$ cat config.mk
export PLATFORM = sky130hd
export DESIGN_NAME = mc_datapath
export DESIGN_NICKNAME = d
export VERILOG_FILES = /design/src/rtl/mc_datapath.sv
export SDC_FILE = /design/constraint.sdc
export NUM_CORES = 1
export LEC_CHECK = 0
export ABC_AREA = 1
export CELL_PAD_IN_SITES_DETAIL_PLACEMENT = 1
export CELL_PAD_IN_SITES_GLOBAL_PLACEMENT = 1
export CORE_MARGIN = 2
export CORE_UTILIZATION = 49
export DETAILED_ROUTE_END_ITERATION = 8
export PLACE_DENSITY_LB_ADDON = 0.1
export SLEW_MARGIN = 20
export SYNTH_ARGS = -nofsm -noshare
export SYNTH_HDL_FRONTEND = slang
export SYNTH_SLANG_ARGS = --single-unit
export TNS_END_PERCENT = 1
$ cat constraint.sdc
create_clock -name clk -period 5.55 [get_ports clk]
set_input_delay 0.555 -clock clk [delete_from_list [all_inputs] [get_ports clk]]
set_output_delay 0.555 -clock clk [all_outputs]
set_load 0.1 [all_outputs]
$ cat src/rtl/mc_datapath.sv
// mc_datapath: multi-cycle FETCH/DECODE/EXEC/MEM/WB integer datapath with handshaked memories
module mc_datapath #(
  parameter int DW = 16,
  parameter int NREG = 16,
  parameter int PC_W = 16,
  parameter int DA_W = 16,
  parameter int RESET_PC = 0,
  parameter int RET_REG = 7
) (
  input  logic            clk,
  input  logic            rst_n,
  input  logic            lock,
  output logic            imem_req,
  output logic [PC_W-1:0] imem_addr,
  input  logic [31:0]     imem_rdata,
  input  logic            imem_ready,
  output logic            dmem_req,
  output logic            dmem_we,
  output logic [DA_W-1:0] dmem_addr,
  output logic [DW-1:0]   dmem_wdata,
  input  logic [DW-1:0]   dmem_rdata,
  input  logic            dmem_ready,
  output logic [PC_W-1:0] pc,
  output logic [2:0]      cc,
  output logic            retire,
  output logic            halted
);
  localparam logic [4:0] OP_ADD = 5'd1, OP_AND = 5'd2, OP_MOV = 5'd3, OP_LD = 5'd4, OP_ST = 5'd5;
  localparam logic [4:0] OP_BR = 5'd6, OP_JMP = 5'd7, OP_JSR = 5'd8, OP_JSRR = 5'd9;
  localparam logic [2:0] FORMAT_IR = 3'd0, FORMAT_II = 3'd1, FORMAT_LDST_W = 3'd2;
  typedef enum logic [2:0] {FETCH, DECODE, EXEC, MEM, WB, TRAP} state_t;
  state_t state;
  logic [31:0] ir;
  logic [DW-1:0] regs [NREG];
  logic [DW-1:0] a, b, s, res, imm_x, opb, nres;
  logic [PC_W-1:0] npc, nnpc, pc4, br_off;
  logic [DA_W-1:0] maddr, naddr;
  logic [3:0] widx, nidx;
  logic wr, wcc, ld, nwr, nwcc, nld, nst, legal, fmt_ok, ok_rd, ok_rs1, ok_rs2, taken;
  logic [4:0] op;
  logic [2:0] fmt;
  logic [3:0] rd, rs1, rs2;
  assign op = ir[31:27];
  assign fmt = ir[26:24];
  assign rd = ir[23:20];
  assign rs1 = ir[19:16];
  assign rs2 = ir[11:8];
  assign imm_x = DW'({{DW{ir[15]}}, ir[15:0]});
  assign br_off = PC_W'({{PC_W{ir[15]}}, ir[15:0], 2'b00});
  assign pc4 = pc + PC_W'(4);
  assign opb = fmt == FORMAT_II ? imm_x : b;
  assign fmt_ok = fmt == FORMAT_IR || fmt == FORMAT_II;
  assign ok_rd = int'(rd) < NREG;
  assign ok_rs1 = int'(rs1) < NREG;
  assign ok_rs2 = fmt == FORMAT_II || int'(rs2) < NREG;
  assign taken = (ir[26] & cc[0]) | (ir[25] & cc[1]) | (ir[24] & cc[2]);
  assign imem_req = rst_n && lock && state == FETCH;
  assign imem_addr = pc;
  assign dmem_addr = maddr;
  assign dmem_wdata = s;
  function automatic logic [DW-1:0] rdr(input logic [3:0] i);
    return int'(i) < NREG ? regs[i] : '0;
  endfunction
  function automatic logic [2:0] ccf(input logic [DW-1:0] v);
    return v[DW-1] ? 3'b001 : v == '0 ? 3'b010 : 3'b100;
  endfunction
  // execute-stage decode: result, next PC, write-back target and legality
  always_comb begin
    legal = 1'b0;
    nres = '0;
    nnpc = pc4;
    nwr = 1'b0;
    nwcc = 1'b0;
    nidx = rd;
    nld = 1'b0;
    nst = 1'b0;
    naddr = DA_W'(a + imm_x);
    case (op)
      OP_ADD, OP_AND: begin
        nres = op == OP_ADD ? a + opb : a & opb;
        nwr = 1'b1;
        nwcc = 1'b1;
        legal = fmt_ok && ok_rd && ok_rs1 && ok_rs2;
      end
      OP_MOV: begin
        nres = opb;
        nidx = rs1;
        nwr = 1'b1;
        nwcc = 1'b1;
        legal = fmt_ok && ok_rs1 && ok_rs2;
      end
      OP_LD: begin
        nld = 1'b1;
        nwr = 1'b1;
        nwcc = 1'b1;
        legal = fmt == FORMAT_LDST_W && ok_rd && ok_rs1;
      end
      OP_ST: begin
        nst = 1'b1;
        legal = fmt == FORMAT_LDST_W && ok_rd && ok_rs1;
      end
      OP_BR: begin
        nnpc = taken ? pc + br_off : pc4;
        legal = 1'b1;
      end
      OP_JMP: begin
        nnpc = PC_W'(a);
        legal = ok_rs1;
      end
      OP_JSR, OP_JSRR: begin
        nres = DW'(pc4);
        nidx = 4'(RET_REG);
        nwr = 1'b1;
        nnpc = op == OP_JSR ? pc + br_off : PC_W'(a);
        legal = op == OP_JSR || ok_rs1;
      end
      default: ;
    endcase
  end
  // multi-cycle state machine with registered handshake and status outputs
  always_ff @(posedge clk or negedge rst_n) begin
    if (!rst_n) begin
      state <= FETCH;
      ir <= '0;
      pc <= PC_W'(RESET_PC);
      cc <= 3'b010;
      a <= '0;
      b <= '0;
      s <= '0;
      res <= '0;
      npc <= '0;
      maddr <= '0;
      widx <= '0;
      wr <= 1'b0;
      wcc <= 1'b0;
      ld <= 1'b0;
      dmem_req <= 1'b0;
      dmem_we <= 1'b0;
      retire <= 1'b0;
      halted <= 1'b0;
      for (int i = 0; i < NREG; i++) regs[i] <= '0;
    end else begin
      case (state)
        FETCH: if (lock && imem_ready) begin
          ir <= imem_rdata;
          state <= DECODE;
        end
        DECODE: begin
          a <= rdr(rs1);
          b <= rdr(rs2);
          s <= rdr(rd);
          state <= EXEC;
        end
        EXEC: if (!legal) begin
          halted <= 1'b1;
          state <= TRAP;
        end else begin
          res <= nres;
          npc <= nnpc;
          maddr <= naddr;
          widx <= nidx;
          wr <= nwr;
          wcc <= nwcc;
          ld <= nld;
          dmem_req <= nld || nst;
          dmem_we <= nst;
          retire <= !(nld || nst);
          state <= nld || nst ? MEM : WB;
        end
        MEM: if (dmem_ready) begin
          if (ld) res <= dmem_rdata;
          dmem_req <= 1'b0;
          dmem_we <= 1'b0;
          retire <= 1'b1;
          state <= WB;
        end
        WB: begin
          if (wr) regs[widx] <= res;
          if (wcc) cc <= ccf(res);
          pc <= npc;
          retire <= 1'b0;
          state <= FETCH;
        end
        default: ;
      endcase
    end
  end
endmodule

==> flow_metrics.py, run 1 <==
metrics = {
    "worst_setup_path": {
        "critPathMaxFanout": 42,
        "ff2ff_path_depth": 10,
        "startpoint": "ir[30]$_DFFE_PN0P_",
        "cp-end-kind": "flop",
        "critPathLaunchType": "flop",
        "rr_startpoint": "ir[30]$_DFFE_PN0P_",
        "critical_path_class": "flop to flop",
        "cp_data_required_time_ns": 6.05,
        "cp.arrival_ns": 4.41,
    },
    "global_route": {
        "grt_max_degree": 92,
        "grt_pass1_vias": 29002,
        "grt_first_pass_wirelength_mm": 178,
        "antenna_found_initial": 4,
        "grt.total_usage": 0.438,
        "grt_overflow_total": 0,
    },
    "final_layout": {
        "final_common_cell": "nor2_1",
        "syn_to_final_growth_pct": 12.3,
        "fin_nets": 3586,
        "fin_util": 0.559,
        "layout_common_cells": "635 x nor2_1, 633 x o21ai_0, 513 x nand2_1",
        "drive_above_1_share": 0.0593,
    },
    "hold_path": {
        "min_path_cells": 2,
        "min_from": "npc[1]$_DFFE_PN0P_",
        "hp-class": "flop to flop",
    },
    "pwr": {
        "finalPower_w": 0.00675,
        "p_per_area_mw_per_mm2": 234,
        "leakage_nw": 13.1,
        "vdd_ir_drop_max_mv": 0.221,
    },
    "die": {
        "row_count": 83,
        "dieArea_sq_mm": 0.0543,
        "core_sq_mm": 0.0516,
        "start_util": 0.498,
        "ios": 125,
        "fp.dieH_um": 233,
        "die_w_um": 233,
    },
    "synth": {
        "synthArstFlopShare": 1.00,
        "yosysSeqAreaShare": 0.406,
        "syn_area_sq_mm": 0.0257,
        "yosys_register_bits": 417,
        "synth_ff_type": "dfrtp_1",
        "ys_warn_count": 0,
        "synth_nets": 3634,
        "synth_edf_count": 0,
        "synth_cells": 3530,
        "yosysUniqueCellTypes": 54,
        "syn_avg_cell_area_sq_um": 7.27,
    },
    "routing": {
        "drt_first_pass_iters": 6,
        "via_per_inst": 6.73,
        "ant_nets": 0,
        "vias": 28302,
        "routed_wl_mm": 119,
        "drc": 0,
        "drt-wirelength-per-cell_um": 28.3,
        "drt_iter0_drc": 2684,
    },
    "placement": {
        "gp_congestion": 0.981,
        "place_hpwl_mm": 75.5,
        "place_ws_ns": 1.84,
        "portBuffers": 124,
    },
    "timing": {
        "min_period_ns": 3.91,
        "slew_viol_final": 0,
        "setup_slack_ns": 1.64,
        "relSlewSlack": 0.225,
        "finalSetupTns_ns": 0,
        "rsz0062_at_grt": "no",
        "max_freq_ghz": 0.256,
        "period_share": 0.704,
        "hold_viol_final": 0,
        "worstMarginPinSlew_ns": 1.16,
        "setup_violations": 0,
        "skew_ns": 0.0333,
    },
    "clock_tree": {
        "cts.sinks": 417,
        "path_clk_slew_ns": 0.06,
        "cts_tree": "done",
        "cts_max_level": 2,
        "cts_made_buffers": 50,
        "clk_path_buf_depth": 3,
        "insertion_delay_ns": 0.64,
        "root_buffer": "clkbuf_16",
    },
    "status": {
        "status": "complete, no violations",
    },
    "flow_run": {
        "drv_cap": 0,
    },
}
==> state kept, by name, summed over array words and instances, names as in the netlist, 3 cells and up <==
register    count
cc              3
res            16
widx            4
npc            16
dmem_wdata     16
ir             32
state           3
b              16
a              16
regs          256
dmem_addr      16
imem_addr      16
==> cell type report <==
type	count	area [sq um]
multi-input combinational	2631	13300
clock buffer	71	1440
fill	6492	22800
tap	680	851
antenna	1	2.50
timing repair buffer	182	1680
sequential	417	10500
inverter	200	756
clock inverter	21	339
==> path summary, 6_finish.rpt <==
check / end / slack (ns)
min in group asynchronous: dmem_addr[13]$_DFFE_PN0P_ / 0.58
min: imem_addr[1]$_DFFE_PN0N_ / 0.48
max in group asynchronous: a[15]$_DFFE_PN0P_ / 2.68
max: npc[8]$_DFFE_PN0P_ / 1.64
min reg2reg: imem_addr[1]$_DFFE_PN0N_ / 0.48
max reg2reg: npc[8]$_DFFE_PN0P_ / 1.64
==> cell usage after synthesis, types with 3 or more instances <==
cell,count,area [sq um]
a31oi_1,37,231
buf_6,3,33.8
nor2_1,638,2390
dfrtp_1,416,10400
ha_1,48,601
o21a_1,8,60.1
o21ai_0,633,3170
nor3_1,16,80.1
mux2_2,13,146
o221ai_1,148,1300
nand2_1,518,1940
nand3b_1,4,30.0
buf_2,46,230
a22oi_1,10,75.1
xor2_1,14,123
nand2_2,3,18.8
a21boi_1,6,45.0
xnor2_1,13,114
a41oi_1,5,43.8
nor4_4,4,85.1
fa_1,3,60.1
a21oi_1,285,1430
o211ai_1,4,30.0
or2_2,3,18.8
o21ai_1,13,65.1
a21o_1,13,97.6
nand3_1,104,521
inv_1,188,706
o22ai_1,39,244
clkbuf_1,208,781
inv_2,10,37.5
buf_1,7,26.3
nand4_1,18,113
nor2_2,6,37.5
buf_4,18,135
a21boi_0,5,37.5
==> through the flow <==
| step | hold WS [ns] | cell area, sq um | std cells |
|---|---|---|---|
| after floorplan | 0.259 | 25700 | 3530 |
| after global placement | 0.464 | 27100 | 4109 |
| after detailed placement | 0.465 | 27100 | 4109 |
| after CTS | 0.477 | 28800 | 4202 |
| after global routing | 0.504 | 28800 | 4202 |
| final | 0.479 | 28800 | 4203 |
==> layer usage <==
layer,vias to the layer above,part of all wire,track usage
met5,-,0.00011,0
met4,2,0.074,0.300
met3,533,0.098,0.0773
met2,1806,0.45,0.687
met1,13974,0.38,0.551
li1,11987,-,-
==> logic make-up after synthesis <==
kind of cell,count (synthesis),share of synthesized area
AND/OR/NAND/NOR,1326,0.208
AO/OA/AOI/OAI,1213,0.268
buffers and inverters,482,0.0762
flip-flops,417,0.406
adder cells (fa/ha/maj),51,0.0257
XOR/XNOR,27,0.00921
multiplexers,14,0.00609
==> worst max-delay path, stage by stage, from the launching register on <==
cell	delay, ns
dfrtp_1	0.45
nor2_1	0.29
nand3_1	0.56
nand2_1	0.47
o22ai_2	0.13
nand2_1	0.12
nand2_2	0.46
inv_2	0.82
o21ai_0	0.24
nor2_1	0.17
nor2_1	0.05
==> power by group <==
part / switching (W) / internal, W / leakage (nW)
Combinational: 0.0000737 / 0.0000356 / 6.64
Clock: 0.00145 / 0.00214 / 0.868
Sequential: 0 / 0.00304 / 5.63
==> what timing repair did <==
item	in CTS	in global routing
setup buffers	0	0
hold endpoints to repair	22	0
gates resized for setup	0	0
hold buffers	1	0
Power figures use the tool's default switching activity.
==> run 2, diff against run 1 <==
--- a/config.mk
+++ b/config.mk
@@ -9,7 +9,7 @@
 export CELL_PAD_IN_SITES_DETAIL_PLACEMENT = 1
 export CELL_PAD_IN_SITES_GLOBAL_PLACEMENT = 1
 export CORE_MARGIN = 2
-export CORE_UTILIZATION = 49
+export CORE_UTILIZATION = 41
 export DETAILED_ROUTE_END_ITERATION = 8
 export PLACE_DENSITY_LB_ADDON = 0.1
 export SLEW_MARGIN = 20
==> constraint.sdc (replaced) <==
create_clock -name clk -period 3.1 [get_ports clk]
set_input_delay 0.31 -clock clk [delete_from_list [all_inputs] [get_ports clk]]
set_output_delay 0.31 -clock clk [all_outputs]
set_load 0.1 [all_outputs]
==> flow_metrics.py, run 2 (synthesis gave the netlist of run 1 again) <==
metrics = {
    "worst_setup_path": {
        "path_delay_family": "simple AND/OR/NAND/NOR gates",
        "critPathLaunchType": "flop",
        "startpoint": "ir[24]$_DFFE_PN0P_",
        "cpMostUsedCell": "nand2_1",
        "worstPathCellList": "inv_1, nor2_1, nand2_1, inv_1, nand2_1, nand2_1, ha_1, inv_1, fa_1, inv_1, nand3_1, nand2_1, nand2_1, nand3_1, nand2_1, o21ai_0, o211ai_1, nand2_1, a21boi_1",
        "critPathBufInv": 4,
        "worstSetupEndpoint": "res[8]$_DFFE_PN0P_",
        "cp_data_required_time_ns": 3.60,
        "critPathSlowestCell": "fa_1",
        "critPathMaxFanout": 4,
        "cp.arrival_ns": 3.36,
        "cp.depth": 19,
        "cp-end-kind": "flop",
        "reg2reg_slack_ns": 0.24,
        "rr_startpoint": "ir[24]$_DFFE_PN0P_",
        "reg2reg_to": "res[8]$_DFFE_PN0P_",
        "critical_path_class": "flop to flop",
        "ff2ff_path_depth": 19,
        "slowest_delay_ns": 0.45,
    },
    "global_route": {
        "grt_max_degree": 134,
        "grt_first_pass_wirelength_mm": 182,
        "grt.total_usage": 0.377,
        "grt_pass1_vias": 28394,
        "grt_overflow_total": 0,
        "antenna_found_initial": 5,
    },
    "clock_tree": {
        "cts.repair.resized": 0,
        "ctsHoldBuffers": 1,
        "cts_max_level": 2,
        "insertion_delay_ns": 0.62,
        "cts_setup_buffers": 0,
        "cts.sinks": 417,
        "path_clk_slew_ns": 0.06,
        "clk_path_buf_depth": 3,
        "root_buffer": "clkbuf_16",
        "cts_made_buffers": 51,
        "cts_tree": "done",
    },
    "timing": {
        "setup_violations": 0,
        "relSlewSlack": 0.340,
        "hold_viol_final": 0,
        "min_period_ns": 2.86,
        "worstMarginPinSlew_ns": 0.986,
        "finalSetupTns_ns": 0,
        "holdWs_ns": 0.172,
        "skew_ns": 0.0233,
        "slew_viol_final": 0,
        "rsz0062_at_grt": "no",
        "period_share": 0.924,
        "max_freq_ghz": 0.349,
    },
    "routing": {
        "drc": 0,
        "ant_nets": 0,
        "vias": 27874,
        "routed_wl_mm": 123,
        "drt_iter0_drc": 2548,
        "via_per_inst": 6.33,
        "drt_first_pass_iters": 6,
        "drt-wirelength-per-cell_um": 27.9,
    },
    "die": {
        "die_w_um": 254,
        "core_sq_mm": 0.0618,
        "fp.dieH_um": 254,
        "row_count": 91,
        "dieArea_sq_mm": 0.0646,
        "ios": 125,
        "start_util": 0.415,
    },
    "placement": {
        "place_area_sq_mm": 0.0277,
        "gp_congestion": 0.966,
        "placed_cells": 4315,
        "place_hpwl_mm": 78.8,
        "portBuffers": 124,
    },
    "status": {
        "status": "complete, no violations",
    },
    "final_layout": {
        "stdcell_area_sq_mm": 0.0293,
        "finalNonFillerCells": 4401,
        "diodes": 0,
        "drive_above_1_share": 0.0842,
        "top_regs": "regs (256), ir (32)",
        "top_register": "regs",
        "layout_common_cells": "635 x nor2_1, 633 x o21ai_0, 517 x nand2_1",
        "syn_to_final_growth_pct": 14.0,
        "final_common_cell": "nor2_1",
        "fin_nets": 3636,
        "largest_reg_flops": 256,
    },
    "flow_run": {
        "drv_cap": 0,
    },
    "pwr": {
        "finalPower_w": 0.0114,
        "p_per_area_mw_per_mm2": 388,
        "vdd_ir_drop_max_mv": 0.434,
        "leakage_nw": 13.5,
    },
    "hold_path": {
        "hp-class": "primary input to asynchronous set/reset pin",
    },
}
run 2: cell types whose count changed in the layout (fill, tap and decap cells not counted), moves of 2 or more:
cell / delta
nand2_1: +4
clkbuf_8: -3
clkdlybuf4s50_1: -58
clkinv_2: -2
buf_12: +22
clkbuf_1: +5
nand2_2: -4
bufinv_16: -6
buf_4: +85
clkinv_16: -2
run 2: worst reg2reg max path, delay by kind of cell (launching register included):
kind            cells  cell delay (ns)
flops               1             0.37
fa+ha+maj           2             0.66
simple gates       10             0.95
buf+inv             4             0.41
compound gates      3             0.37
run 2: area by class of cell:
type                       instances  area (sq um)
clock buffer                      73          1420
inverter                         200           756
tap                              837          1050
clock inverter                    12          96.3
fill                            7685         32600
sequential                       417         10500
timing repair buffer             231          2180
multi-input combinational       2631         13300
run 2: worst min path at each step:
stage	end	slack, ns	cells past startpoint
floorplan	a[0]$_DFFE_PN0P_	0.01	0
detailed placement	ir[6]$_DFFE_PN0P_	0.19	1
global route	dmem_req$_DFFE_PN0P_	0.19	2
CTS	dmem_req$_DFFE_PN0P_	0.16	2
finish	ir[6]$_DFFE_PN0P_	0.17	2
global placement	ir[6]$_DFFE_PN0P_	0.19	1
run 2: metrics by stage:
stage	setup slack [ns]	utilization
after global routing	0.00120	0.473
after CTS	0.256	0.473
after global placement	0.361	0.449
after floorplan	0.492	-
after detailed placement	0.257	0.449
final	0.237	0.473
run 2: metal layers:
metal / vias up / GRT usage / wire length [um] / share of wire
met1: 13976 / 0.479 / 49200 / 0.40
met4: 8 / 0.206 / 7180 / 0.058
li1: 12071 / - / - / -
met2: 1411 / 0.615 / 56500 / 0.46
met5: - / 0 / 56 / 0.00046
met3: 408 / 0.0633 / 9800 / 0.080
run 2: power by group:
part	leakage (nW)	total, W	internal, W	switching [W]
Clock	0.737	0.00571	0.00323	0.00249
Sequential	5.63	0.00544	0.00544	0
Combinational	7.09	0.000205	0.0000692	0.000135
Total	13.5	0.0114	0.00874	0.00262
